===== src/rtl/pulse_gen_multi.sv =====
`timescale 1ns/1ps
// pulse_gen_multi
// Multi-channel edge-to-pulse generator. Each channel synchronises an
// asynchronous event line and detects the globally selected edge type. It
// then emits a registered pulse whose width is programmable at runtime,
// optionally followed by a forced low gap. A per-channel sticky flag records
// edges that could neither start nor extend a pulse.
//
// Ports:
//   clock          system clock, rising edge
//   reset          asynchronous, active-high reset
//   sig            asynchronous event inputs, one bit per channel
//   edge_mode      00 rising, 01 falling, 10 both edges, 11 disabled
//   pulse_width    pulse length in cycles (0 behaves as 1)
//   retrigger      1: an edge during a pulse reloads the count; 0: edge is flagged
//   clear_overrun  synchronous per-channel clear of the overrun flag
//   pulse          registered pulse outputs
//   busy           high while a channel is in PULSE or GAP
//   overrun        sticky per-channel overrun flags
module pulse_gen_multi #(
  parameter int CHANNELS    = 4,
  parameter int WIDTH_BITS  = 8,
  parameter int SYNC_STAGES = 2,
  parameter int GAP_CYCLES  = 0
) (
  input  logic                  clock,
  input  logic                  reset,
  input  logic [CHANNELS-1:0]   sig,
  input  logic [1:0]            edge_mode,
  input  logic [WIDTH_BITS-1:0] pulse_width,
  input  logic                  retrigger,
  input  logic [CHANNELS-1:0]   clear_overrun,
  output logic [CHANNELS-1:0]   pulse,
  output logic [CHANNELS-1:0]   busy,
  output logic [CHANNELS-1:0]   overrun
);

  // The gap counter is sized for GAP_CYCLES-1 and kept at least one bit wide
  // so the design still elaborates when the gap is disabled.
  localparam int GAP_BITS = (GAP_CYCLES > 1) ? $clog2(GAP_CYCLES) : 1;
  localparam logic [GAP_BITS-1:0] GAP_LOAD =
    (GAP_CYCLES > 0) ? GAP_BITS'(GAP_CYCLES - 1) : '0;

  typedef enum logic [1:0] {
    IDLE  = 2'd0,
    PULSE = 2'd1,
    GAP   = 2'd2
  } state_t;

  // Width 0 is treated as 1, so both load a count of zero.
  logic [WIDTH_BITS-1:0] load_val;
  assign load_val = (pulse_width == '0) ? '0 : pulse_width - WIDTH_BITS'(1);

  for (genvar i = 0; i < CHANNELS; i++) begin : g_chan
    logic [SYNC_STAGES-1:0] sync_q;
    logic                   hist_q;
    logic                   s;
    logic                   rise;
    logic                   fall;
    logic                   trig;
    state_t                 state_q, state_d;
    logic [WIDTH_BITS-1:0]  cnt_q, cnt_d;
    logic [GAP_BITS-1:0]    gap_q, gap_d;
    logic                   retrig_q, retrig_d;
    logic                   ovr_q, ovr_d;

    // Synchroniser chain plus edge-history flop; a line held high through
    // reset release therefore looks like a rising edge.
    always_ff @(posedge clock or posedge reset) begin
      if (reset) begin
        sync_q <= '0;
        hist_q <= 1'b0;
      end else begin
        sync_q[0] <= sig[i];
        for (int k = 1; k < SYNC_STAGES; k++) begin
          sync_q[k] <= sync_q[k-1];
        end
        hist_q <= s;
      end
    end

    assign s    = sync_q[SYNC_STAGES-1];
    assign rise = s & ~hist_q;
    assign fall = ~s & hist_q;

    // Trigger selection follows edge_mode live, with no latching.
    always_comb begin
      trig = 1'b0;
      case (edge_mode)
        2'b00:   trig = rise;
        2'b01:   trig = fall;
        2'b10:   trig = rise | fall;
        default: trig = 1'b0;
      endcase
    end

    always_ff @(posedge clock or posedge reset) begin
      if (reset) begin
        state_q  <= IDLE;
        cnt_q    <= '0;
        gap_q    <= '0;
        retrig_q <= 1'b0;
        ovr_q    <= 1'b0;
      end else begin
        state_q  <= state_d;
        cnt_q    <= cnt_d;
        gap_q    <= gap_d;
        retrig_q <= retrig_d;
        ovr_q    <= ovr_d;
      end
    end

    // retrigger is captured together with the width at each load, so a change
    // mid-pulse never alters how the running pulse behaves. A reload wins over
    // the cnt==0 exit, and an overrun set wins over a simultaneous clear.
    always_comb begin
      state_d  = state_q;
      cnt_d    = cnt_q;
      gap_d    = gap_q;
      retrig_d = retrig_q;
      ovr_d    = ovr_q & ~clear_overrun[i];
      case (state_q)
        IDLE: begin
          if (trig) begin
            cnt_d    = load_val;
            retrig_d = retrigger;
            state_d  = PULSE;
          end
        end
        PULSE: begin
          if (trig && retrig_q) begin
            cnt_d    = load_val;
            retrig_d = retrigger;
          end else begin
            if (trig) begin
              ovr_d = 1'b1;
            end
            if (cnt_q == '0) begin
              if (GAP_CYCLES > 0) begin
                gap_d   = GAP_LOAD;
                state_d = GAP;
              end else begin
                state_d = IDLE;
              end
            end else begin
              cnt_d = cnt_q - WIDTH_BITS'(1);
            end
          end
        end
        GAP: begin
          if (trig) begin
            ovr_d = 1'b1;
          end
          if (gap_q == '0) begin
            state_d = IDLE;
          end else begin
            gap_d = gap_q - GAP_BITS'(1);
          end
        end
        default: begin
          state_d = IDLE;
        end
      endcase
    end

    assign pulse[i]   = (state_q == PULSE);
    assign busy[i]    = (state_q != IDLE);
    assign overrun[i] = ovr_q;
  end

endmodule

===== config.mk =====
export PLATFORM = sky130hd
export DESIGN_NAME = pulse_gen_multi
export DESIGN_NICKNAME = d
export VERILOG_FILES = /design/src/rtl/pulse_gen_multi.sv
export SDC_FILE = /design/constraint.sdc
export NUM_CORES = 1
export LEC_CHECK = 0
export CAP_MARGIN = 20
export CELL_PAD_IN_SITES_DETAIL_PLACEMENT = 2
export CELL_PAD_IN_SITES_GLOBAL_PLACEMENT = 2
export CORE_MARGIN = 2
export CORE_UTILIZATION = 39
export DETAILED_ROUTE_END_ITERATION = 10
export GPL_TIMING_DRIVEN = 0
export PLACE_DENSITY_LB_ADDON = 0.1
export SYNTH_ARGS = -nofsm -noshare
export SYNTH_HDL_FRONTEND = slang
export SYNTH_SLANG_ARGS = --single-unit

===== constraint.sdc =====
create_clock -name clock -period 3.6 [get_ports clock]
set_clock_uncertainty 0.15 [all_clocks]
set_input_delay 0.9 -clock clock [delete_from_list [all_inputs] [get_ports clock]]
set_output_delay 0.9 -clock clock [all_outputs]
set_load 0.01 [all_outputs]

[After elaboration in Yosys (flattened, before gate mapping)]
Cells that the tools add are included.
Widths: inputs -> output; s select.
Storage, ports and cells
  register bits after elaboration: 64
  output and inout bits: 12
  logic and storage cells: 202
Cells by class
  add/subtract/negate cells: 9
  eq/ne operators: 34
  multiplexer cells: 69
  bitwise logic cells: 28
  reduce and logical (&&, ||, !) cells: 34
Operator list (number)
  $mux 8: 13
  $pmux 8 s2: 4
  $logic_not 8->1: 5
  $sub 8x1->8 const B: 5
  $mux 2: 16
  $ne 2x2->1 const B: 12
  $pmux 2 s3: 4
  $reduce_and 3->1: 8
  $mux 1: 20
  $ne 2x1->1 const B: 8
  $pmux 1 s2: 8
  $reduce_and 4->1: 4
  $reduce_bool 2->1: 8
  $and 1x1->1: 12
  $ne 3x3->1 const B: 4
  $not 1->1: 12
  $pmux 1 s3: 4
  $eq 2x1->1 const B: 5
  $eq 2x2->1 const B: 5
  $logic_not 2->1: 5
  $logic_and 1x1->1: 4
  $or 1x1->1: 4
  $sub 1x1->1 const B: 4

[Logic depth before layout (Yosys ltp)]
Gate-level depths: netlist (run 1).
  depth in word-level cells: 7
  depth in mapped cells: 9

[Least setup slack after synthesis (run 1)]
OpenSTA, ideal clock, no wires.
  path kind: input to register
  start point: in pulse_width[0]
  end point: reg g_chan[1].cnt_q[6]
  setup time: 0.121 ns
  data arrival time: 2.228 ns
  slack: 1.101 ns
  cell stages on the path: 7
  buffers on the path: 0
  cells stage by stage: inv_1 > ha_1 > nor3b_1 > nor2_1 > mux2_2 > mux2_2 > o22a_1
On the way
  word-level cells in the longest chain between the ends: 4
  elaborated cells on any way between the ends: 6
Ends and longest elaborated chain
  from (decl): RTL line 30  | input logic [WIDTH_BITS-1:0] pulse_width,
  $sub 8x1->8 or $logic_not 8->1 (tied branches): RTL line 52  | assign load_val = (pulse_width == '0) ? '0 : pulse_width - WIDTH_BITS'(1);
  $mux 8 *: RTL line 52
  $mux 8, on equally long branches: RTL line 131, 124
  $pmux 8 s2 *: RTL line 122  | case (state_q)
  to (signal assigned): RTL line 106  | cnt_q <= cnt_d;
  to (decl): RTL line 62  | logic [WIDTH_BITS-1:0] cnt_q, cnt_d;
Mark *: on every way between the ends. The rest lies on a longest branch, timed or not. The select of a mux whose other input is x is not followed.
A chain may end at the register's enable or synchronous reset.

[Final worst setup path (run 1)]
  start point: in pulse_width[0]
  end point: reg g_chan[1].cnt_q[5]
Same word-level chain as after synthesis.

==> results of run 1 <==
## cell usage in the layout (no fill, tap or decap), types with 5 or more instances in the layout
cell and instances:
a21oi_1 25, buf_2 5, buf_4 11, clkbuf_8 5, clkdlybuf4s50_1 32, dfrtp_1 56, ha_1 18, inv_1 41
mux2i_1 10, nand2_1 21, nand2b_1 7, nor2_1 41, nor2b_1 7, nor3_1 14, nor3b_1 6, o21ai_0 26
o22a_1 11, o22ai_1 6
## power by group
part	internal, uW	switching, uW	total [uW]
Sequential	873	248	1120
Clock	207	218	425
Combinational	700	791	1490
Total	1780	1260	3040
## metrics by stage
| step | total power, uW | worst slack [ps] | hold WS [ps] | area (um2) |
|---|---|---|---|---|
| after CTS | 3070 | 377 | 216 | 4100 |
| after global routing | 3300 | 178 | 219 | 4100 |
| after global placement | 2520 | -67.2 | 182 | 3970 |
| after detailed placement | 2630 | 41.7 | 188 | 3990 |
| after floorplan | 2150 | 1100 | 181 | 3520 |
| final | 3040 | 412 | 211 | 4100 |
## path summary, 6_finish.rpt
kind / start / slack, ps / cells past startpoint / to
max in group asynchronous: reset / 1910 / 3 / g_chan[2].cnt_q[2]
min in group asynchronous: reset / 800 / 2 / g_chan[1].hist_q
worst min-delay path: g_chan[0].sync_q[0] / 210 / 0 / g_chan[0].sync_q[1]
worst max-delay path: pulse_width[0] / 410 / 8 / g_chan[1].cnt_q[5]
worst max register to register: g_chan[0].sync_q[1] / 1130 / 8 / g_chan[0].cnt_q[2]
worst min register to register: g_chan[0].sync_q[0] / 210 / 0 / g_chan[0].sync_q[1]
## layout make-up
cell class                      instances  area share [%]
Buffer                                 20            3.54
Clock buffer                            6            1.77
Clock inverter                          2           0.854
Inverter                               43            3.94
Multi-Input combinational cell        265            44.1
Sequential cell                        56            34.2
Tap cell                              108            3.29
Timing Repair Buffer                   33            8.30
## metal layers
metal | track usage (%) | wire length, um
met5 | 0 | 0
met2 | 40.5 | 5370
met3 | 2.48 | 151
met1 | 28.1 | 4530
met4 | 5.48 | 168
## registers in the layout (all words and copies together), names as in the netlist
signal           flops
g_chan.state_q       4
g_chan.sync_q        8
g_chan.cnt_q        32
g_chan.hist_q        4
g_chan.retrig_q      4
g_chan.ovr_q         4
## critical path, cell delays in order
cell and delay (ps):
clkdlybuf4s50_1 480, inv_1 120, ha_1 180, nor3b_1 480, nor2_1 80, mux2i_1 550, mux2i_1 200, a32o_1 260
## logic make-up (layout without fill, tap and decap cells)
| logic type | Yosys count | in the layout | synth area share [%] |
|---|---|---|---|
| compound gates | 100 | 100 | 20.0 |
| mux | 15 | 15 | 4.55 |
| fa+ha+maj | 18 | 18 | 6.40 |
| simple gates | 130 | 130 | 20.0 |
| flops | 56 | 56 | 39.8 |
| buf+inv | 63 | 104 | 8.71 |
| xor+xnor | 2 | 2 | 0.498 |
==> out/metrics.csv, run 1 <==
stage,metric,value,unit
logic_synthesis,postSynthAreaPerCell,9.16,um2
power_and_ir_drop,power.leakage,0.00182,uW
logic_synthesis,synth_top_area_share,39.8,%
detailed_routing,drt_iter0_drc,66,
global_route,antenna_found_initial,0,
die,initial_core_util,40.3,%
global_route,gr-usage-all-layers,22.3,%
cts,postCtsHoldBufs,0,
cts,htree_levels,2,
global_route,grt_pass1_vias,3373,
logic_synthesis,syn_inst,384,
power_and_ir_drop,power_density,741,nW/um2
die,placementRows,34,
global_route,grt_pass1_wl,17.4,mm
worst_hold_path,hold_class,reg2reg,
cts,clk_root_buffer_cell,clkbuf_8,
run,max-cap-violations,0,
worst_setup_path,crit_fanout,5,
cts,cts_tree,yes,
cts,clk_latency,320,ps
logic_synthesis,ys_seq_elements,56,
cts,cts_sinks,56,
detailed_routing,wl,10.2,mm
worst_setup_path,cp-start-kind,input port,
logic_synthesis,synth_largest_area_cell,dfrtp_1,
timing,slew_violations,0,
timing,layout_worst_path_cycle_share,88.5,%
timing,post-route-min-period,3190,ps
cts,postCtsResizedCells,0,
placement,place_inst,525,
cts,clk_pin_slew_worst_paths,110,ps
timing,rsz0062_at_grt,no,
cts,cts_setup_buffers,0,
detailed_routing,firstDrtPassIters,4,
die,die_area,9800,um2
cts,clockBufferDepth,2,
final_layout,diodes,0,
logic_synthesis,ys_async_sr_fraction,100,%
worst_setup_path,required,3670,ps
die,die_y,99.0,um
logic_synthesis,synth_commonest_cells,"dfrtp_1, inv_1, nor2_1, o21ai_0, a21oi_1",
placement,globalplace.congestion,0.820,
logic_synthesis,ys_seq_area_share,39.8,%
final_layout,fin_util,47.0,%
final_layout,drive_gt1_share,10.6,%
detailed_routing,drc,0,
timing,max_slew_margin,44.9,%
timing,hold_viol,0,
detailed_routing,drt-wirelength-per-cell,19.2,um
placement,dp_hpwl,7.57,mm
final_layout,final_nets,463,
timing,setup_viol,0,
status,outcome,finished clean,
logic_synthesis,yosysWarnings,0,
timing,max_freq,314,MHz
cts,cts_made_buffers,5,
worst_setup_path,end_kind,register,
die,ioPinCount,33,
power_and_ir_drop,ir_drop,0.287,mV
global_route,grt_max_degree,33,
logic_synthesis,synth_edf_count,0,
logic_synthesis,netlist_area,3520,um2
final_layout,seqCellArea,1400,um2
final_layout,syn_to_final_growth,16.6,%
placement,io_buffers,32,
timing,worst_pin_slew,818,ps
die,die_w,99.0,um
detailed_routing,dr_total_vias,3008,
final_layout,multiInputGateArea,1810,um2
die,coreArea,8720,um2
worst_setup_path,arrival,3260,ps
logic_synthesis,synth_cell_types,61,
global_route,overflow,0,
logic_synthesis,synth_nets,423,
logic_synthesis,synth-main-ff-cell,dfrtp_1,
logic_synthesis,synth.most_common_cell,dfrtp_1,
detailed_routing,avgViaCountPerCell,5.64,
final_layout,n_fill_cell,957,
timing,setup_tns,0,ps
detailed_routing,antenna_left,0,
logic_synthesis,synth.top_cells.by_area,"dfrtp_1, ha_1, inv_1",
worst_setup_path,path_class,in2reg,
final_layout,layout.cells.non_filler,533,
Power figures use the tool's default switching activity.
==> run 2: changes to the inputs <==
--- a/config.mk
+++ b/config.mk
@@ -12,6 +12,7 @@
 export CORE_UTILIZATION = 39
 export DETAILED_ROUTE_END_ITERATION = 10
 export GPL_TIMING_DRIVEN = 0
+export MAX_ROUTING_LAYER = met4
 export PLACE_DENSITY_LB_ADDON = 0.1
 export SYNTH_ARGS = -nofsm -noshare
 export SYNTH_HDL_FRONTEND = slang
==> out/metrics.csv, run 2 (synthesized netlist as in run 1, its figures left out) <==
stage,metric,value,unit
status,outcome,finished clean,
final_layout,n_fill_cell,957,
timing,max_slew_margin,44.9,%
cts,clk_latency,320,ps
worst_setup_path,arrival,3260,ps
worst_hold_path,hold_class,reg2reg,
die,coreArea,8720,um2
timing,setup_viol,0,
cts,cts_tree,yes,
detailed_routing,firstDrtPassIters,4,
cts,cts_setup_buffers,0,
worst_setup_path,ff2ff_setup_slack,1130,ps
cts,cts_made_buffers,5,
cts,htree_levels,2,
final_layout,final_common_cell,dfrtp_1,
placement,io_buffers,32,
final_layout,most-common-layout-cells,"dfrtp_1, nor2_1, inv_1",
detailed_routing,dr_total_vias,3003,
cts,clockBufferDepth,2,
global_route,antenna_found_initial,0,
final_layout,final_nets,463,
cts,clk_root_buffer_cell,clkbuf_8,
power_and_ir_drop,power,3040,uW
detailed_routing,drt_iter0_drc,73,
die,placementRows,34,
cts,clk_pin_slew_worst_paths,110,ps
power_and_ir_drop,power_density,740,nW/um2
worst_setup_path,path_class,in2reg,
detailed_routing,drt-wirelength-per-cell,19.1,um
final_layout,largest_reg_flops,32,
die,die_area,9800,um2
die,ioPinCount,33,
worst_setup_path,required,3670,ps
timing,post-route-min-period,3190,ps
placement,globalplace.congestion,0.832,
global_route,grt_max_degree,33,
timing,worst_pin_slew,818,ps
timing,layout_worst_path_cycle_share,88.6,%
detailed_routing,avgViaCountPerCell,5.63,
power_and_ir_drop,ir_drop,0.286,mV
placement,dpl_cell_area,3990,um2
final_layout,largest_register,g_chan.cnt_q,
placement,dp_hpwl,7.57,mm
final_layout,drive_gt1_share,10.6,%
timing,setup_tns,0,ps
die,initial_core_util,40.3,%
placement,place_inst,525,
global_route,gr-usage-all-layers,22.9,%
timing,rsz0062_at_grt,no,
final_layout,syn_to_final_growth,16.6,%
timing,hold_viol,0,
detailed_routing,drc,0,
detailed_routing,antenna_left,0,
global_route,grt_pass1_vias,3377,
die,die_y,99.0,um
final_layout,layout.cells.non_filler,533,
worst_setup_path,crit_fanout,5,
worst_setup_path,end_kind,register,
final_layout,final_cell_area,4100,um2
global_route,overflow,0,
timing,slew_violations,0,
worst_setup_path,cp-start-kind,input port,
cts,postCtsResizedCells,0,
detailed_routing,wl,10.2,mm
cts,postCtsHoldBufs,0,
power_and_ir_drop,power.leakage,0.00182,uW
die,die_w,99.0,um
final_layout,diodes,0,
cts,cts_sinks,56,
global_route,grt_pass1_wl,17.4,mm
run,max-cap-violations,0,
final_layout,reg_top3,"g_chan.cnt_q: 32 flops, g_chan.sync_q: 8 flops",
timing,max_freq,313,MHz
-- run 2: per-stage QoR --
step                      util, %  hold WS (ps)  worst slack, ps
after global routing         47.0           219              178
after detailed placement     45.8           188             41.7
final                        47.0           211              409
after global placement       45.6           182            -67.2
after CTS                    47.0           216              377
after floorplan                 -           181             1100
-- run 2: path summary, 6_finish.rpt --
kind,startpoint,to,depth (start not counted)
max,pulse_width[0],g_chan[1].cnt_q[5],8
min,g_chan[0].sync_q[0],g_chan[0].sync_q[1],0
max reg2reg,g_chan[0].sync_q[1],g_chan[0].cnt_q[2],8
min reg2reg,g_chan[0].sync_q[0],g_chan[0].sync_q[1],0
max in group asynchronous,reset,g_chan[2].cnt_q[2],3
min in group asynchronous,reset,g_chan[1].hist_q,2
-- run 2: cell type report --
cell class | instances | area (um2) | share of cell area, %
plain buffers | 20 | 145 | 3.54
clock buffers | 6 | 72.6 | 1.77
clock inverters | 2 | 35.0 | 0.854
inverters | 43 | 161 | 3.94
multi-input cells | 265 | 1810 | 44.1
flip-flops and latches | 56 | 1400 | 34.2
well taps | 108 | 135 | 3.29
repair buffers | 33 | 340 | 8.30
-- run 2: metal layers --
layer	GRT usage, %	up-vias	part of all wire, %
li1	-	1421	-
met2	40.5	31	53
met5	-	-	0
met3	2.48	16	1.5
met4	5.48	0	1.6
met1	28.1	1535	44
-- run 2: critical path, stage by stage --
cell and delay [ps]:
clkdlybuf4s50_1 480, inv_1 120, ha_1 180, nor3b_1 480
nor2_1 80, mux2i_1 560, mux2i_1 200, a32o_1 260
-- run 2: where the power goes --
part | internal (uW) | leakage (uW) | switching (uW) | total [uW]
registers | 873 | 0.000655 | 248 | 1120
clock network | 207 | 0.0000552 | 218 | 425
logic | 701 | 0.00111 | 790 | 1490
